[src/rtl/float_mul_arbiter_pkg.sv]
// float_mul_arbiter_pkg: float format, tag width and truncating float multiply shared by the arbiter slice
package float_mul_arbiter_pkg;
    localparam int N_exposant = 8;
    localparam int N_mantisse = 23;
    localparam int FW         = 1 + N_exposant + N_mantisse;
    localparam int N_REQ_MAX  = 8;
    localparam int TAG_W      = $clog2(N_REQ_MAX);
    localparam int BIAS       = 2 ** (N_exposant - 1) - 1;
    localparam int EXP_MAX    = 2 ** N_exposant - 2;
    localparam int PW         = 2 * N_mantisse + 2;

    typedef struct packed {
        logic                  sign;
        logic [N_exposant-1:0] exp;
        logic [N_mantisse-1:0] mant;
    } float_t;

    // Truncating multiply; a zero exponent counts as zero, underflow flushes to zero,
    // overflow saturates to the largest finite magnitude.
    function automatic float_t float_mul(float_t a, float_t b);
        logic [PW-1:0] p;
        logic          n;
        int            e;
        float_t        r;
        p      = PW'({1'b1, a.mant}) * PW'({1'b1, b.mant});
        n      = p[PW-1];
        e      = int'(a.exp) + int'(b.exp) - BIAS + int'(n);
        r.sign = a.sign ^ b.sign;
        r.exp  = e[N_exposant-1:0];
        r.mant = n ? p[PW-2 -: N_mantisse] : p[PW-3 -: N_mantisse];
        if (a.exp == '0 || b.exp == '0 || e <= 0) begin
            r.exp  = '0;
            r.mant = '0;
        end else if (e > EXP_MAX) begin
            r.exp  = N_exposant'(EXP_MAX);
            r.mant = '1;
        end
        return r;
    endfunction
endpackage

[src/rtl/float_mul_arbiter_if.sv]
// float_mul_arbiter_if: requester-side bundle of the shared multiplier
// master = requesters (drive req_valid/req_op1/req_op2/rsp_ready), slave = arbiter
interface float_mul_arbiter_if
    import float_mul_arbiter_pkg::*;
#(
    parameter int N_REQ = 2
);
    logic [N_REQ-1:0] req_valid;
    logic [N_REQ-1:0] req_ready;
    logic [N_REQ-1:0] rsp_valid;
    logic [N_REQ-1:0] rsp_ready;
    float_t           req_op1    [N_REQ];
    float_t           req_op2    [N_REQ];
    float_t           rsp_result [N_REQ];
    logic             busy;

    modport master (
        output req_valid, req_op1, req_op2, rsp_ready,
        input  req_ready, rsp_valid, rsp_result, busy
    );
    modport slave (
        input  req_valid, req_op1, req_op2, rsp_ready,
        output req_ready, rsp_valid, rsp_result, busy
    );
endinterface

[src/rtl/float_mul_arbiter_pipe.sv]
// float_mul_arbiter_pipe: float_mul followed by DEPTH register stages of {valid,tag,product}
// in_valid/in_tag/in_a/in_b -> out_valid/out_tag/out_data after DEPTH cycles; any_valid = some stage occupied
module float_mul_arbiter_pipe
    import float_mul_arbiter_pkg::*;
#(
    parameter int DEPTH = 1
) (
    input  logic             clk,
    input  logic             reset,
    input  logic             in_valid,
    input  logic [TAG_W-1:0] in_tag,
    input  float_t           in_a,
    input  float_t           in_b,
    output logic             out_valid,
    output logic [TAG_W-1:0] out_tag,
    output float_t           out_data,
    output logic             any_valid
);
    float_t prod;

    assign prod = float_mul(in_a, in_b);

    generate
        if (DEPTH == 0) begin : g_comb
            assign out_valid = in_valid;
            assign out_tag   = in_tag;
            assign out_data  = prod;
            assign any_valid = 1'b0;
        end else begin : g_reg
            logic [DEPTH-1:0] v;
            logic [TAG_W-1:0] t [DEPTH];
            float_t           d [DEPTH];
            always_ff @(posedge clk) begin
                v[0] <= in_valid & ~reset;
                t[0] <= in_tag;
                d[0] <= prod;
                for (int s = 1; s < DEPTH; s++) begin
                    v[s] <= v[s-1] & ~reset;
                    t[s] <= t[s-1];
                    d[s] <= d[s-1];
                end
            end
            assign out_valid = v[DEPTH-1];
            assign out_tag   = t[DEPTH-1];
            assign out_data  = d[DEPTH-1];
            assign any_valid = |v;
        end
    endgenerate
endmodule

[src/rtl/float_mul_arbiter.sv]
// float_mul_arbiter: round-robin sharing of one pipelined float multiplier between N_REQ requesters
// clk, reset (sync, active-high); bus.slave carries req/rsp handshakes, operands, results and busy
module float_mul_arbiter
    import float_mul_arbiter_pkg::*;
#(
    parameter int N_REQ       = 2,
    parameter int PIPE_STAGES = 2
) (
    input  logic                  clk,
    input  logic                  reset,
    float_mul_arbiter_if.slave    bus
);
    logic [N_REQ-1:0] pending;
    logic [N_REQ-1:0] eligible;
    logic [TAG_W-1:0] rr_ptr;
    logic [TAG_W-1:0] gnt_tag;
    logic [TAG_W-1:0] out_tag;
    logic             gnt;
    logic             found;
    logic             out_valid;
    logic             pipe_busy;
    float_t           op_a;
    float_t           op_b;
    float_t           out_data;

    assign eligible = bus.req_valid & ~pending & {N_REQ{~reset}};
    assign gnt      = |bus.req_ready;
    assign bus.busy = ~reset & (pipe_busy | (|bus.rsp_valid));

    // Scan rotation order starting at rr_ptr; first eligible requester wins.
    always_comb begin
        bus.req_ready = '0;
        found         = 1'b0;
        gnt_tag       = '0;
        op_a          = '0;
        op_b          = '0;
        for (int k = 0; k < N_REQ; k++) begin
            for (int i = 0; i < N_REQ; i++) begin
                if (!found && eligible[i] && (int'(rr_ptr) + k) % N_REQ == i) begin
                    found            = 1'b1;
                    bus.req_ready[i] = 1'b1;
                    gnt_tag          = TAG_W'(i);
                    op_a             = bus.req_op1[i];
                    op_b             = bus.req_op2[i];
                end
            end
        end
    end

    // The result buffer is the final register of the issue-to-result path.
    float_mul_arbiter_pipe #(.DEPTH(PIPE_STAGES - 1)) u_pipe (
        .clk       (clk),
        .reset     (reset),
        .in_valid  (gnt),
        .in_tag    (gnt_tag),
        .in_a      (op_a),
        .in_b      (op_b),
        .out_valid (out_valid),
        .out_tag   (out_tag),
        .out_data  (out_data),
        .any_valid (pipe_busy)
    );

    // A returning result always finds its buffer free: pending blocks re-issue until consumed.
    always_ff @(posedge clk) begin
        if (reset) begin
            pending       <= '0;
            bus.rsp_valid <= '0;
            rr_ptr        <= '0;
            for (int i = 0; i < N_REQ; i++) bus.rsp_result[i] <= '0;
        end else begin
            for (int i = 0; i < N_REQ; i++) begin
                if (bus.rsp_valid[i] && bus.rsp_ready[i]) begin
                    pending[i]       <= 1'b0;
                    bus.rsp_valid[i] <= 1'b0;
                end
                if (gnt && gnt_tag == TAG_W'(i)) pending[i] <= 1'b1;
                if (out_valid && out_tag == TAG_W'(i)) begin
                    bus.rsp_valid[i]  <= 1'b1;
                    bus.rsp_result[i] <= out_data;
                end
            end
            if (gnt) rr_ptr <= (int'(gnt_tag) == N_REQ - 1) ? '0 : gnt_tag + 1'b1;
        end
    end
endmodule

[src/flat_wrapper.sv]
// flat-port wrapper written by rule: the top's interface ports become plain ports
module float_mul_arbiter_flat import float_mul_arbiter_pkg::*;
#(
    parameter int N_REQ       = 2,
    parameter int PIPE_STAGES = 2
)
  (clk, reset, bus_req_valid, bus_req_op1, bus_req_op2, bus_rsp_ready, bus_req_ready, bus_rsp_valid, bus_rsp_result, bus_busy);
  float_mul_arbiter_if #(.N_REQ(N_REQ)) bus_i ();
  input  logic clk;
  input  logic reset;
  input wire logic [$bits(bus_i.req_valid)-1:0] bus_req_valid;
  input wire logic [$bits(bus_i.req_op1)-1:0] bus_req_op1;
  input wire logic [$bits(bus_i.req_op2)-1:0] bus_req_op2;
  input wire logic [$bits(bus_i.rsp_ready)-1:0] bus_rsp_ready;
  output wire logic [$bits(bus_i.req_ready)-1:0] bus_req_ready;
  output wire logic [$bits(bus_i.rsp_valid)-1:0] bus_rsp_valid;
  output wire logic [$bits(bus_i.rsp_result)-1:0] bus_rsp_result;
  output wire logic [$bits(bus_i.busy)-1:0] bus_busy;
  assign bus_i.req_valid = bus_req_valid;
  assign bus_i.req_op1 = {>>{bus_req_op1}};
  assign bus_i.req_op2 = {>>{bus_req_op2}};
  assign bus_i.rsp_ready = bus_rsp_ready;
  assign bus_req_ready = bus_i.req_ready;
  assign bus_rsp_valid = bus_i.rsp_valid;
  assign bus_rsp_result = {>>{bus_i.rsp_result}};
  assign bus_busy = bus_i.busy;
  float_mul_arbiter #(.N_REQ(N_REQ), .PIPE_STAGES(PIPE_STAGES)) u_core (.clk(clk), .reset(reset), .bus(bus_i));
endmodule
[config.mk]
export PLATFORM = sky130hd
export DESIGN_NAME = float_mul_arbiter_flat
export DESIGN_NICKNAME = d
export VERILOG_FILES = /design/src/rtl/float_mul_arbiter_pkg.sv /design/src/rtl/float_mul_arbiter_if.sv /design/src/rtl/float_mul_arbiter_pipe.sv /design/src/rtl/float_mul_arbiter.sv /design/src/flat_wrapper.sv
export SDC_FILE = /design/constraint.sdc
export NUM_CORES = 2
export LEC_CHECK = 0
export ABC_AREA = 1
export BUFFER_PORTS_ARGS = -buffer_cell sky130_fd_sc_hd__buf_2
export CORE_MARGIN = 4
export CORE_UTILIZATION = 64
export DETAILED_ROUTE_END_ITERATION = 8
export PLACE_DENSITY = 0.95
export SETUP_SLACK_MARGIN = 0.15
export SLEW_MARGIN = 15
export SYNTH_ARGS = -nofsm -noshare
export SYNTH_HDL_FRONTEND = slang
export SYNTH_SLANG_ARGS = --single-unit
[constraint.sdc]
create_clock -name clk -period 13.42 [get_ports clk]
set_clock_uncertainty 0.1 [all_clocks]
set_input_delay 1.342 -clock clk [delete_from_list [all_inputs] [get_ports clk]]
set_output_delay 1.342 -clock clk [all_outputs]
set_load 0.05 [all_outputs]
# --- Word level (Yosys, flattened, before mapping) ---
# Memory sizes are Yosys's and may differ from the RTL's.
# Index checks and enable logic that the tools add are counted.
totals:
  wordCells: 92
  latchBits: 0
  romBits: 0
  ff_bits: 70
  out_inout_bits: 69
  ramBits: 33
  mem_count: 2
memory_table:
  columns: ["name", "depth", "word_bits", "read_ports", "rd_ports_with_merged_regs", "wr", "line_no", "rtl"]
  rows:
  - ["u_core.u_pipe.g_reg.d", 1, 32, 1, 0, 1, "float_mul_arbiter_pipe.sv:32", "float_t d [DEPTH];"]
  - ["u_core.u_pipe.g_reg.t", 1, 1, 1, 0, 1, "float_mul_arbiter_pipe.sv:31", "logic [TAG_W-1:0] t [DEPTH];"]
op_classes:
  n_reduce_logical: 30
  mul: 1
  eq_ne: 4
  shifts: 0
  magnitude_cmp: 2
  muxes: 27
  n_bitwise: 9
  add_sub_neg: 5
  n_div: 0
op_table:
  columns: ["operator", "n"]
  rows:
  - ["$mux W32", 8]
  - ["$logic_not A32 Y1", 2]
  - ["$mux W31", 2]
  - ["$mul A24 B24 Y48", 1]
  - ["$mux W23", 1]
  - ["$logic_not A8 Y1", 2]
  - ["$mux W1", 16]
  - ["$logic_and A1 B1 Y1", 13]
  - ["$add A10 B2 Y11", 1]
  - ["$gt A11 B9 Y1 const B", 1]
  - ["$le A11 B1 Y1 const B", 1]
  - ["$sub A9 B7 Y10 const B", 1]
  - ["$add A8 B8 Y9", 1]
  - ["$reduce_bool A2 Y1", 4]
  - ["$logic_not A3 Y1", 2]
  - ["$and A2 B2 Y2", 2]
  - ["$reduce_or A2 Y1", 2]
  - ["$eq A3 B1 Y1 const B", 1]
  - ["$logic_not A1 Y1", 3]
  - ["$add A1 B1 Y1 const B", 2]
  - ["$and A1 B1 Y1", 2]
  - ["$eq A1 B1 Y1 const B", 2]
  - ["$eq A2 B2 Y1 const B", 1]
  - ["$logic_or A1 B1 Y1", 2]
  - ["5 further kinds", 5]

# --- Logic depth before layout (Yosys ltp) ---
depth:
  depth_word: 23
  ltp_mapped: 53
  mapped_depth_nobuf: 49

# --- Modules after synthesis ---
# A second synthesis with hierarchy kept.
unflattened:
  hier_cells: 3365
  area_unflattened_um2: 25634.6
by_module_without_submodules:
  columns: ["module", "cells_per_inst", "n_inst", "area_per_inst_um2", "seq_area_each_um2"]
  rows:
  - ["float_mul_arbiter_pipe", 2817, 1, 21508.1, 720.7]
  - ["float_mul_arbiter", 548, 1, 4126.5, 1381.3]

# --- Least setup slack after synthesis ---
# Ideal clock, no wire load.
synth_timing:
  path_kind: "input port to flip-flop"
  start: "input port reset"
  end: "memory u_core.u_pipe.g_reg.d[0][30] (netlist bit)"
  cell_stages: 48
  t_required_ns: 13.254
  t_arrival_ns: 9.675
  n_path_buf: 5
  slack_ns: 3.578
  cell_sequence: "inv_2 -> nand3_4 -> nor2_1 -> buf_2 -> inv_2 -> clkbuf_1 -> clkbuf_1 -> o22ai_1 -> clkbuf_1 -> nand2_1 -> fa_1 -> inv_1 -> fa_1 -> fa_1 -> inv_1 -> fa_1 -> inv_1 -> fa_1 -> [12 not listed] -> nand2_2 -> nand2_2 -> nand3_1 -> inv_2 -> ha_1 -> nand2_1 -> nor2_1 -> inv_1 -> o21ai_0 -> nand2_1 -> nor4_1 -> nand2_1 -> nor2_1 -> nand3_1 -> nand2_2 -> nand2_4 -> buf_6 -> a21oi_2"
synth_between:
  elab_chain_len: 22
synth_lines:
  columns: ["item", "line_no", "rtl"]
  rows:
  - ["from (decl)", "flat_wrapper.sv:10", "input logic reset;"]
  - ["$not A1 Y1 *", "float_mul_arbiter.sv:26", "assign eligible = bus.req_valid & ~pending & {N_REQ{~reset}};"]
  - ["$and A2 B2 Y2 *", "float_mul_arbiter.sv:26", null]
  - ["parallel branches: the longest is 19 deep, another holds $logic_and A1 B1 Y1", null, null]
  - ["$mux W31 *", "float_mul_arbiter_pkg.sv:31", "if (a.exp == '0 || b.exp == '0 || e <= 0) begin"]
  - ["to (decl)", "float_mul_arbiter_pipe.sv:32", null]
# Mark *: on every way between the ends.

# --- Final worst setup path ---
layout_timing:
  start: "input port reset"
  end: "memory u_core.u_pipe.g_reg.d[0][23] (netlist bit)"
# The elaborated chain is that of the path after synthesis.

==> results_dict.tcl <==
set metrics [dict create \
    fillCellCount 2681 \
    num_io_pins 203 \
    synth_area_sq_um 24300 \
    route.detailed.drc 1 \
    area_growth_pct 8.27 \
    cap_violations 0 \
    yosysWarnings 0 \
    start_util 0.647 \
    p_per_area_nw_per_um2 100 \
    setup_viol 0 \
    cts_tree "built" \
    fmax_mhz 82.6 \
    vias 22078 \
    worst_pin_slew_ns 1.21 \
    portBuffers 202 \
    finalNetCount 4127 \
    fin_tns_setup_ns 0 \
    gp_congestion 1.00 \
    clock-sinks 103 \
    grt_pass1_wl_um 118000 \
    dp.cells 3825 \
    outcome "finished with violations" \
    seq_area_frac_synth 0.0848 \
    crit_top_cell "inv_1" \
    maxSlewViolCount 0 \
    dieArea_sq_um 41200 \
    grt_max_degree 69 \
    drt-total-wl_um 73000 \
    stdcell_count 3844 \
    critPathArrivalTime_ns 12.23 \
    slowest_delay_ns 1.01 \
    drtIter0Drc 2470 \
    vias_per_cell 5.74 \
    clock_latency_ns 0.36 \
    ant_nets 0 \
    violations "design-rule violations" \
    syn_inst 3197 \
    cts_buffers 9 \
    cts_resized 0 \
    grt_use_total 0.359 \
    ys_ff_latch 103 \
    final_common_cell "inv_1" \
    first_pass_iters 8 \
    clk_path_buf_depth 2 \
    ys_types 51 \
    htree_levels 3 \
    hold_violations 0 \
    coreArea_sq_um 37600 \
    fin_hold_ws_ns 0.379 \
    antenna_found_initial 1 \
    mostFrequentLayoutCells "913 x inv_1, 649 x nand2_1, 482 x fa_1" \
    num_rows 71 \
    vdd_drop_max_v 0.000107 \
    holdBufCountCts 0 \
    path_clk_slew_ns 0.08 \
    die_y_um 203 \
    synthesis.nets 3998 \
    worst_path_max_delay_cell "a22o_1" \
    crit_required_ns 13.55 \
    post-cts-setup-buffer-count 0 \
    grt_overflow_total 0 \
    min_period_ns 12.10 \
    synth_area_per_cell_sq_um 7.61 \
    die_width_um 203 \
    post_drt_wl_per_cell_um 19.0 \
    first_global_vias 23936 \
    dp_hpwl_um 59500 \
    p_leak_nw 14.8 \
    drive_gt1_frac 0.111 \
    critPathLaunchType "input port" \
    hold_class "reg2reg" \
    p_total_mw 2.64 \
    worstSetupEndpointType "register" \
    final.period_utilization 0.902 \
    crit_type "in2reg" \
    maxSlewHeadroom 0.192 \
    cp_max_fo 68 \
    rsz0062_at_grt "no" \
    clockRootBuffer "clkbuf_16" \
]
==> metal layers <==
metal,track usage,up-vias,share of wire
li1,-,9517,-
met1,0.429,10390,0.33
met2,0.592,1667,0.47
met3,0.0775,504,0.11
met4,0.229,0,0.082
met5,0,-,0
==> where the power goes <==
| part | switching (mW) | internal [mW] | leakage (nW) | total (mW) |
|---|---|---|---|---|
| clock network | 0.129 | 0.132 | 0.144 | 0.262 |
| logic | 1.32 | 0.670 | 13.8 | 1.99 |
| registers | 0.0340 | 0.352 | 0.845 | 0.386 |
==> registers in the layout, indices dropped and copies added, names as in the netlist <==
| signal | cells |
|---|---|
| u_core.u_pipe.g_reg.t | 1 |
| u_core.bus.rsp_result | 64 |
| u_core.u_pipe.g_reg.d | 32 |
| u_core.rr_ptr | 1 |
| u_core.pending | 2 |
| u_core.bus.rsp_valid | 2 |
| u_core.u_pipe.any_valid | 1 |
==> final timing paths <==
| kind | startpoint | depth (start not counted) | slack (ns) | to |
|---|---|---|---|---|
| setup / recovery | reset | 50 | 1.32 | u_core.u_pipe.g_reg.d[0][23] |
| hold reg to reg | u_core.bus.rsp_result[19] | 2 | 0.38 | u_core.bus.rsp_result[19] |
| hold / removal | u_core.bus.rsp_result[19] | 2 | 0.38 | u_core.bus.rsp_result[19] |
| setup reg to reg | u_core.rr_ptr[0] | 48 | 2.58 | u_core.u_pipe.g_reg.d[0][23] |
==> cell type report <==
| type | instances | area, sq um | area share |
|---|---|---|---|
| multi-input cells | 2042 | 18500 | 0.703 |
| well taps | 511 | 639 | 0.0243 |
| clock inverters | 7 | 72.6 | 0.00276 |
| diodes | 2 | 5.00 | 0.000190 |
| clock buffers | 9 | 225 | 0.00855 |
| repair buffers | 249 | 1370 | 0.0521 |
| flip-flops and latches | 103 | 2060 | 0.0783 |
| inverters | 921 | 3460 | 0.131 |
==> worst max-delay path: cells and delay by family <==
| kind | cells | cell delay (ns) |
|---|---|---|
| AO/OA/AOI/OAI | 5 | 1.77 |
| adder cells (fa/ha/maj) | 9 | 3.98 |
| AND/OR/NAND/NOR | 21 | 2.73 |
| buffers and inverters | 15 | 2.37 |
==> cells in the mapped netlist (all sizes together) <==
cell | count | area [sq um]
inv | 919 | 3450
nand2 | 664 | 2540
fa | 482 | 9650
nor2 | 299 | 1140
ha | 185 | 2310
clkbuf | 120 | 450
o21ai | 111 | 556
dfxtp | 103 | 2060
a21oi | 97 | 598
o22ai | 42 | 263
nand3 | 37 | 220
a22o | 18 | 158
xor2 | 16 | 140
nand4 | 15 | 106
xnor2 | 13 | 114
buf | 11 | 109
o21a | 11 | 82.6
nor3 | 10 | 50.1
nor4 | 8 | 56.3
a31oi | 6 | 37.5
o211ai | 4 | 30.0
mux2i | 3 | 30.0
nand3b | 3 | 22.5
a211oi | 2 | 15.0
a221oi | 2 | 17.5
and3 | 2 | 12.5
clkinv | 2 | 7.51
o31ai | 2 | 15.0
or2 | 2 | 12.5
a21boi | 1 | 7.51
a21o | 1 | 7.51
a31o | 1 | 8.76
and2 | 1 | 6.26
o21bai | 1 | 7.51
o221ai | 1 | 8.76
o311ai | 1 | 8.76
o31a | 1 | 8.76
==> kinds of logic (layout without fill, tap and decap cells) <==
logic type	count (synthesis)	after routing	synth area share
flops	103	103	0.0848
fa+ha+maj	667	667	0.492
compound gates	302	302	0.0752
other cells	0	2	0
mux	3	3	0.00123
simple gates	1041	1041	0.171
xor+xnor	29	29	0.0104
buf+inv	1052	1186	0.165
==> metrics by stage <==
step	util	setup slack (ns)	instance area, sq um
2_1_floorplan	-	3.58	24300
3_3_place_gp	0.692	1.57	26000
3_5_place_dp	0.692	1.23	26000
4_1_cts	0.700	1.56	26300
5_1_grt	0.701	0.611	26300
6_report	0.701	1.32	26300
No activity file was read; power rests on OpenSTA's default activity.
